$ cat config.mk
export PLATFORM = sky130hd
export DESIGN_NAME = gat_bram_loader
export DESIGN_NICKNAME = d
export VERILOG_FILES = /design/src/rtl/gat_bram_loader.sv
export SDC_FILE = /design/constraint.sdc
export NUM_CORES = 1
export LEC_CHECK = 0
export CAP_MARGIN = 20
export CORE_MARGIN = 5
export CORE_UTILIZATION = 45
export DETAILED_ROUTE_END_ITERATION = 16
export GPL_TIMING_DRIVEN = 0
export PLACE_DENSITY = 0.8
export RECOVER_POWER = 25
export SETUP_SLACK_MARGIN = 0.5
export SYNTH_ARGS = -nofsm -noshare
export SYNTH_HDL_FRONTEND = slang
export SYNTH_SLANG_ARGS = --single-unit
$ cat constraint.sdc
create_clock -name clk -period 11.9 [get_ports clk]
set_clock_uncertainty 0.2 [all_clocks]
set_input_delay 2.975 -clock clk [delete_from_list [all_inputs] [get_ports clk]]
set_output_delay 2.975 -clock clk [all_outputs]
set_load 0.05 [all_outputs]
$ cat src/rtl/gat_bram_loader.sv
// gat_bram_loader: turns one host word stream into sequential byte-addressed
// writes for the H data, H node-info and weight BRAMs, in that fixed order.
// Each region raises its load_done level once its final word has been written.
module gat_bram_loader #(
  parameter int TOP_WIDTH        = 32,
  parameter int H_DATA_DEPTH     = 242101,
  parameter int NODE_INFO_DEPTH  = 13264,
  parameter int WEIGHT_DEPTH     = 22928,
  parameter int H_DATA_ADDR_W    = $clog2(H_DATA_DEPTH),
  parameter int NODE_INFO_ADDR_W = $clog2(NODE_INFO_DEPTH),
  parameter int WEIGHT_ADDR_W    = $clog2(WEIGHT_DEPTH)
) (
  input  logic                        clk,
  input  logic                        rst,
  input  logic                        start,
  input  logic [TOP_WIDTH-1:0]        s_data,
  input  logic                        s_valid,
  input  logic                        s_last,
  output logic                        s_ready,
  output logic [TOP_WIDTH-1:0]        h_data_bram_din,
  output logic                        h_data_bram_ena,
  output logic                        h_data_bram_wea,
  output logic [H_DATA_ADDR_W+1:0]    h_data_bram_addra,
  output logic [TOP_WIDTH-1:0]        h_node_info_bram_din,
  output logic                        h_node_info_bram_ena,
  output logic                        h_node_info_bram_wea,
  output logic [NODE_INFO_ADDR_W+1:0] h_node_info_bram_addra,
  output logic [TOP_WIDTH-1:0]        wgt_bram_din,
  output logic                        wgt_bram_ena,
  output logic                        wgt_bram_wea,
  output logic [WEIGHT_ADDR_W+1:0]    wgt_bram_addra,
  output logic                        h_data_bram_load_done,
  output logic                        h_node_info_bram_load_done,
  output logic                        wgt_bram_load_done,
  output logic                        busy,
  output logic                        err_last
);

  localparam logic [H_DATA_ADDR_W-1:0]    H_LAST  = H_DATA_ADDR_W'(H_DATA_DEPTH - 1);
  localparam logic [NODE_INFO_ADDR_W-1:0] NI_LAST = NODE_INFO_ADDR_W'(NODE_INFO_DEPTH - 1);
  localparam logic [WEIGHT_ADDR_W-1:0]    W_LAST  = WEIGHT_ADDR_W'(WEIGHT_DEPTH - 1);

  typedef enum logic [2:0] {
    ST_IDLE,
    ST_LOAD_H,
    ST_LOAD_NI,
    ST_LOAD_W,
    ST_DONE
  } state_t;

  state_t state, state_next;

  logic [H_DATA_ADDR_W-1:0]    h_idx;
  logic [NODE_INFO_ADDR_W-1:0] ni_idx;
  logic [WEIGHT_ADDR_W-1:0]    w_idx;

  logic restart;
  logic accept;
  logic h_acc, ni_acc, w_acc;
  logic h_fin, ni_fin, w_fin;
  logic h_fin_q, ni_fin_q, w_fin_q;
  logic last_err;

  // State register.
  always_ff @(posedge clk or posedge rst) begin
    if (rst) begin
      state <= ST_IDLE;
    end else begin
      state <= state_next;
    end
  end

  // Next state, stream handshake and per-region accept/complete decode.
  always_comb begin
    state_next = state;
    restart    = 1'b0;
    s_ready    = 1'b0;
    busy       = 1'b0;
    accept     = 1'b0;
    h_acc      = 1'b0;
    ni_acc     = 1'b0;
    w_acc      = 1'b0;
    h_fin      = 1'b0;
    ni_fin     = 1'b0;
    w_fin      = 1'b0;
    last_err   = 1'b0;
    case (state)
      ST_IDLE, ST_DONE: begin
        if (start) begin
          restart    = 1'b1;
          state_next = ST_LOAD_H;
        end
      end
      ST_LOAD_H: begin
        s_ready = 1'b1;
        busy    = 1'b1;
        accept  = s_valid;
        h_acc   = s_valid;
        h_fin   = s_valid && (h_idx == H_LAST);
        if (h_fin) state_next = ST_LOAD_NI;
      end
      ST_LOAD_NI: begin
        s_ready = 1'b1;
        busy    = 1'b1;
        accept  = s_valid;
        ni_acc  = s_valid;
        ni_fin  = s_valid && (ni_idx == NI_LAST);
        if (ni_fin) state_next = ST_LOAD_W;
      end
      ST_LOAD_W: begin
        s_ready = 1'b1;
        busy    = 1'b1;
        accept  = s_valid;
        w_acc   = s_valid;
        w_fin   = s_valid && (w_idx == W_LAST);
        if (w_fin) state_next = ST_DONE;
      end
      default: state_next = ST_IDLE;
    endcase
    // s_last belongs on the final weight word and nowhere else.
    last_err = accept && (w_fin ? !s_last : s_last);
  end

  // Region word indices; each wraps explicitly when its region completes.
  always_ff @(posedge clk or posedge rst) begin
    if (rst) begin
      h_idx  <= '0;
      ni_idx <= '0;
      w_idx  <= '0;
    end else if (restart) begin
      h_idx  <= '0;
      ni_idx <= '0;
      w_idx  <= '0;
    end else begin
      if (h_acc)  h_idx  <= h_fin  ? '0 : h_idx  + 1'b1;
      if (ni_acc) ni_idx <= ni_fin ? '0 : ni_idx + 1'b1;
      if (w_acc)  w_idx  <= w_fin  ? '0 : w_idx  + 1'b1;
    end
  end

  // Registered BRAM write ports; data/address of idle ports hold their value.
  always_ff @(posedge clk or posedge rst) begin
    if (rst) begin
      h_data_bram_din        <= '0;
      h_data_bram_ena        <= 1'b0;
      h_data_bram_wea        <= 1'b0;
      h_data_bram_addra      <= '0;
      h_node_info_bram_din   <= '0;
      h_node_info_bram_ena   <= 1'b0;
      h_node_info_bram_wea   <= 1'b0;
      h_node_info_bram_addra <= '0;
      wgt_bram_din           <= '0;
      wgt_bram_ena           <= 1'b0;
      wgt_bram_wea           <= 1'b0;
      wgt_bram_addra         <= '0;
    end else begin
      h_data_bram_ena      <= h_acc;
      h_data_bram_wea      <= h_acc;
      h_node_info_bram_ena <= ni_acc;
      h_node_info_bram_wea <= ni_acc;
      wgt_bram_ena         <= w_acc;
      wgt_bram_wea         <= w_acc;
      if (h_acc) begin
        h_data_bram_din   <= s_data;
        h_data_bram_addra <= {h_idx, 2'b00};
      end
      if (ni_acc) begin
        h_node_info_bram_din   <= s_data;
        h_node_info_bram_addra <= {ni_idx, 2'b00};
      end
      if (w_acc) begin
        wgt_bram_din   <= s_data;
        wgt_bram_addra <= {w_idx, 2'b00};
      end
    end
  end

  // Done levels trail the final write strobe by one cycle; a restart wins over
  // a completion still in flight so the flags read cleared after start.
  always_ff @(posedge clk or posedge rst) begin
    if (rst) begin
      h_fin_q                    <= 1'b0;
      ni_fin_q                   <= 1'b0;
      w_fin_q                    <= 1'b0;
      h_data_bram_load_done      <= 1'b0;
      h_node_info_bram_load_done <= 1'b0;
      wgt_bram_load_done         <= 1'b0;
    end else begin
      h_fin_q  <= h_fin;
      ni_fin_q <= ni_fin;
      w_fin_q  <= w_fin;
      if (restart) begin
        h_data_bram_load_done      <= 1'b0;
        h_node_info_bram_load_done <= 1'b0;
        wgt_bram_load_done         <= 1'b0;
      end else begin
        h_data_bram_load_done      <= h_data_bram_load_done      | h_fin_q;
        h_node_info_bram_load_done <= h_node_info_bram_load_done | ni_fin_q;
        wgt_bram_load_done         <= wgt_bram_load_done         | w_fin_q;
      end
    end
  end

  // Sticky framing error, cleared only by a new sequence or reset.
  always_ff @(posedge clk or posedge rst) begin
    if (rst) begin
      err_last <= 1'b0;
    end else if (restart) begin
      err_last <= 1'b0;
    end else if (last_err) begin
      err_last <= 1'b1;
    end
  end

endmodule

* Word level (Yosys, flattened, before mapping)
Index checks and enable logic that the tools add are counted.
** Storage, ports and cells
- Output and inout port bits :: 161
- Bits in registers :: 203
- Input bits :: 37
** Cells by class
- Reduce and logical (&&, ||, !) cells :: 13
- Add/subtract/negate cells :: 3
- Equal/unequal tests :: 11
- Multiplexer cells :: 30
- Bitwise logic cells :: 3
** Operators with widths (number)
- $mux 18 :: 3
- $mux 15 :: 3
- $mux 14 :: 3
- $add 18x1->18 const B :: 1
- $eq 18x18->1 const B :: 1
- $mux 1 :: 16
- $add 15x1->15 const B :: 1
- $eq 15x15->1 const B :: 1
- $add 14x1->14 const B :: 1
- $eq 14x14->1 const B :: 1
- $mux 3 :: 4
- $pmux 3 s4 :: 1
- $ne 2x2->1 const B :: 4
- $reduce_bool 2->1 :: 4
- $eq 3x2->1 const B :: 2
- $logic_and 1x1->1 :: 4
- $reduce_and 4->1 :: 1
- $eq 3x1->1 const B :: 1
- $eq 3x3->1 const B :: 1
- $logic_not 3->1 :: 1
- $or 1x1->1 :: 3
- $reduce_or 3->1 :: 1
- $reduce_or 2->1 :: 1
- $logic_not 1->1 :: 1

* Longest topological paths before layout
- Word-level depth :: 7
- Depth in mapped cells :: 9
- Gate-level depth less buffers :: 6

* Least setup slack after synthesis
OpenSTA, ideal clock, no wires.
- Path type :: register to output
- Start point :: register state[1]
- End point :: output s_ready
- Slack :: 7.116 ns
- Cell stages (with the launch flop) :: 5
- Path buffers :: 2
- Arrival :: 1.609 ns
- Data required time :: 8.725 ns
- Cell sequence :: dfrtp_1 buf_2 nor2_1 nor2_1 buf_4
** Between the ends
- Longest elaborated chain between the ends :: 3
- Elaborated cells on any way between the ends :: 5
** Ends and longest elaborated chain
- start, declared :: line 51 : state_t state, state_next;
- start signal, assigned :: line 69 : state <= state_next;
- $eq 3x2->1 / $eq 3x1->1 (equally long branches)
- $reduce_or 3->1 (no source line) (*)
- $mux 1 (*)
- end, declared :: line 19 : output logic s_ready,
Mark *: on every way between the ends. The rest lies on a longest branch, timed or not.

==> metrics.md <==
| Metric | Value |
|---|---|
| Crit-path leading delay family | `buffers and inverters` |
| VDD IR max | `0.08805 mV` |
| Critical Path Source Type | `input port` |
| Pwr/cell area | `133.3 nW/um^2` |
| Most frequent cells in the layout | `nand2_1, dfrtp_1, clkdlybuf4s50_1` |
| Most common cell after layout, fill and taps aside | `nand2_1` |
| Clock tree sinks | `203` |
| DRC viols | `0` |
| EDFF count, synth | `0` |
| Unrepaired setup endpoints after global routing | `no` |
| TNS Setup | `0 ns` |
| DP HPWL | `16520 um` |
| Leak Pwr | `0.005669 uW` |
| MaxCap Viol Count | `1` |
| Synth warnings | `0` |
| CTS buffer count | `21` |
| Die area | `22110 um^2` |
| Worst Tran Pin Value | `4.309 ns` |
| Status | `complete, but fails checks` |
| Pre-CTS setup slack | `6.543 ns` |
| Placed Cells incl. Taps | `1439` |
| Via Count | `7573` |
| Primary FF master, synth | `dfrtp_1` |
| Largest net degree at the start of global routing | `107` |
| # IOs | `198` |
| Worst setup EP type | `asynchronous set/reset pin` |
| Crit path arrival time | `6.01 ns` |
| Gr usage total | `21.57%` |
| Synth async-reset ratio | `100.0%` |
| Type of the worst setup path | `input port to asynchronous set/reset pin` |
| Fin crit share | `53.58%` |
| Max Freq | `0.1569 GHz` |
| Hold/Removal Path Class | `flop to flop` |
| CTS tree | `done` |
| Max FO, Critical Path | `98` |
| Max Slew Vio Count | `98` |
| Detail Route Antenna Nets | `0` |
| Slowest CP cell | `clkinvlp_2` |
| CTS clk-pin slew, worst paths | `0.06 ns` |
| PortBufs | `190` |
| Synth-to-Final Area Change | `34.16%` |
| Crit path buf inv count | `2` |
| Initial DRC count | `561` |
| CP Data Required Time | `11.54 ns` |
| Fin nets | `1243` |
| Final cell count without fillers | `1474` |
| Worst skew pair latency | `0.48 ns` |
| Area after DPL | `10940 um^2` |
| Setup violators final | `0` |
| Filler cell count | `1554` |
| First-pass GRT wire length | `39070 um` |
| CTS HTree Levels | `1` |
| Post_cts resized | `0` |
| WL per Instance | `16.22 um` |
| Failing checks | `capacitance limit, slew limit` |
| Gp weighted congestion | `0.8853` |
| Final Hold Violating Endpoints | `0` |
| Min Tclk post-route | `6.375 ns` |
| Slew headroom | `-188.9%` |
| Clock root buffer | `clkbuf_16` |
| Mapped Cells | `983` |
| Final Cell Area | `11620 um^2` |
| FP Rows | `50` |
| Cts hold-fix bufs | `0` |
| Total iterations of the first detailed-routing run | `5` |
| Core Area | `18830 um^2` |
| Clock buffer depth | `3` |
| # diodes | `0` |
| Total grt overflow | `0` |
| Final hold slack | `0.2698 ns` |
| Synth Register Bits | `203` |
| Die Span X | `148.7 um` |
| Starting Density | `45.98%` |
| Mapped Area | `8658 um^2` |
| Setup ws final | `5.525 ns` |
| Sequence of cells on the critical path | `dlygate4sd3_1 > clkinvlp_2` |
| Share of cells above drive strength 1 | `5.107%` |
| Vias in the first global route | `7429` |
| Avg Cell Area, Syn | `8.808 um^2` |
| Crit-path max cell delay | `2.39 ns` |
| Vias per cell | `5.138` |
| Setup Buffers After CTS | `0` |
| Unique cell type count in the Yosys netlist | `57` |
| Initial antenna violation count | `0` |
| Seq/Total Area, Yosys | `58.67%` |
| Final wirelength | `23900 um` |
| Die outline height | `148.7 um` |
## synth_stat cells (2+ instances only)
library cell | number | area, um^2
nor2b_1 | 4 | 25.02
buf_1 | 6 | 22.52
o22ai_1 | 2 | 12.51
nor4_1 | 6 | 37.54
a22o_1 | 4 | 35.03
a32o_1 | 2 | 20.02
or4_1 | 3 | 22.52
nand4b_1 | 2 | 17.52
a211oi_1 | 2 | 15.01
or3_1 | 9 | 56.30
and4b_1 | 2 | 20.02
nand4_1 | 15 | 93.84
o31ai_1 | 4 | 30.03
nand3b_1 | 3 | 22.52
inv_1 | 11 | 41.29
a21o_1 | 2 | 15.01
o21ai_0 | 33 | 165.2
xnor2_1 | 4 | 35.03
mux2i_1 | 2 | 20.02
nor3b_1 | 2 | 15.01
ha_1 | 4 | 50.05
nand3_1 | 26 | 130.1
buf_2 | 11 | 55.05
a21oi_1 | 13 | 65.06
a2bb2oi_1 | 2 | 17.52
and2_1 | 4 | 25.02
xor2_1 | 2 | 17.52
and4_1 | 3 | 26.28
and3_1 | 7 | 43.79
nor3_1 | 13 | 65.06
dfrtp_1 | 203 | 5080
nor4b_1 | 2 | 17.52
nand2b_1 | 3 | 18.77
clkbuf_1 | 32 | 120.1
a31oi_1 | 17 | 106.4
nand2_1 | 461 | 1730
nor2_1 | 33 | 123.9
buf_4 | 10 | 75.07
## path summary, 6_finish.rpt
| kind | startpoint | end | slack, ns | cells past startpoint |
|---|---|---|---|---|
| max | rst | wgt_bram_din[6] | 5.52 | 2 |
| min | h_data_bram_din[2] | h_data_bram_din[2] | 0.27 | 2 |
| max reg2reg | ni_idx[0] | ni_idx[9] | 9.29 | 8 |
| min reg2reg | h_data_bram_din[2] | h_data_bram_din[2] | 0.27 | 2 |
| max in group clk | state[1] | s_ready | 6.35 | 5 |
| min in group asynchronous | rst | h_data_bram_din[25] | 4.04 | 2 |
## flip-flops by register name, summed over array words and instances (netlist names), 3 cells and up
signal	count
h_data_bram_addra	18
h_data_bram_din	32
h_idx	18
h_node_info_bram_addra	14
h_node_info_bram_din	32
ni_idx	14
state	3
w_idx	15
wgt_bram_addra	15
wgt_bram_din	32
## metal layers
layer  routed length [um]  global-route usage [%]  share of wire [%]  vias to the layer above
li1                     -                       -                  -                     3655
met3                 1755                   3.656                7.3                       44
met1                10220                   30.00                 43                     3590
met5                    0                       0                  0                        -
met4                  521                   6.328                2.2                        0
met2                11410                   35.03                 48                      284
## power by group
| part | internal (uW) | total, uW | switching (uW) |
|---|---|---|---|
| clock network | 391 | 653 | 262 |
| logic | 54.0 | 165 | 111 |
| registers | 712 | 730 | 18.4 |
| total | 1160 | 1550 | 392 |
## metrics by stage
step,power [uW],util [%]
after floorplan,841.7,-
after global placement,904.4,57.91
after global routing,1606,61.69
final,1548,61.69
after detailed placement,908.6,58.09
after CTS,1567,61.72
## area by class of cell
class,count,area [um^2],area share [%]
inverters,13,50.05,0.4309
repair buffers,191,1929,16.61
plain buffers,60,284.0,2.445
clock inverters,8,95.09,0.8186
multi-input cells,712,3264,28.10
clock buffers,27,588.1,5.062
well taps,260,325.3,2.801
flip-flops and latches,203,5080,43.73
## cells by family after synthesis
group | synth area share (%)
simple gates | 29.71
flops | 58.67
xor+xnor | 0.6069
other cells | 0.04331
buf+inv | 3.844
fa+ha+maj | 0.5781
mux | 0.2312
compound gates | 6.315
No activity file was read; power rests on OpenSTA's default activity.
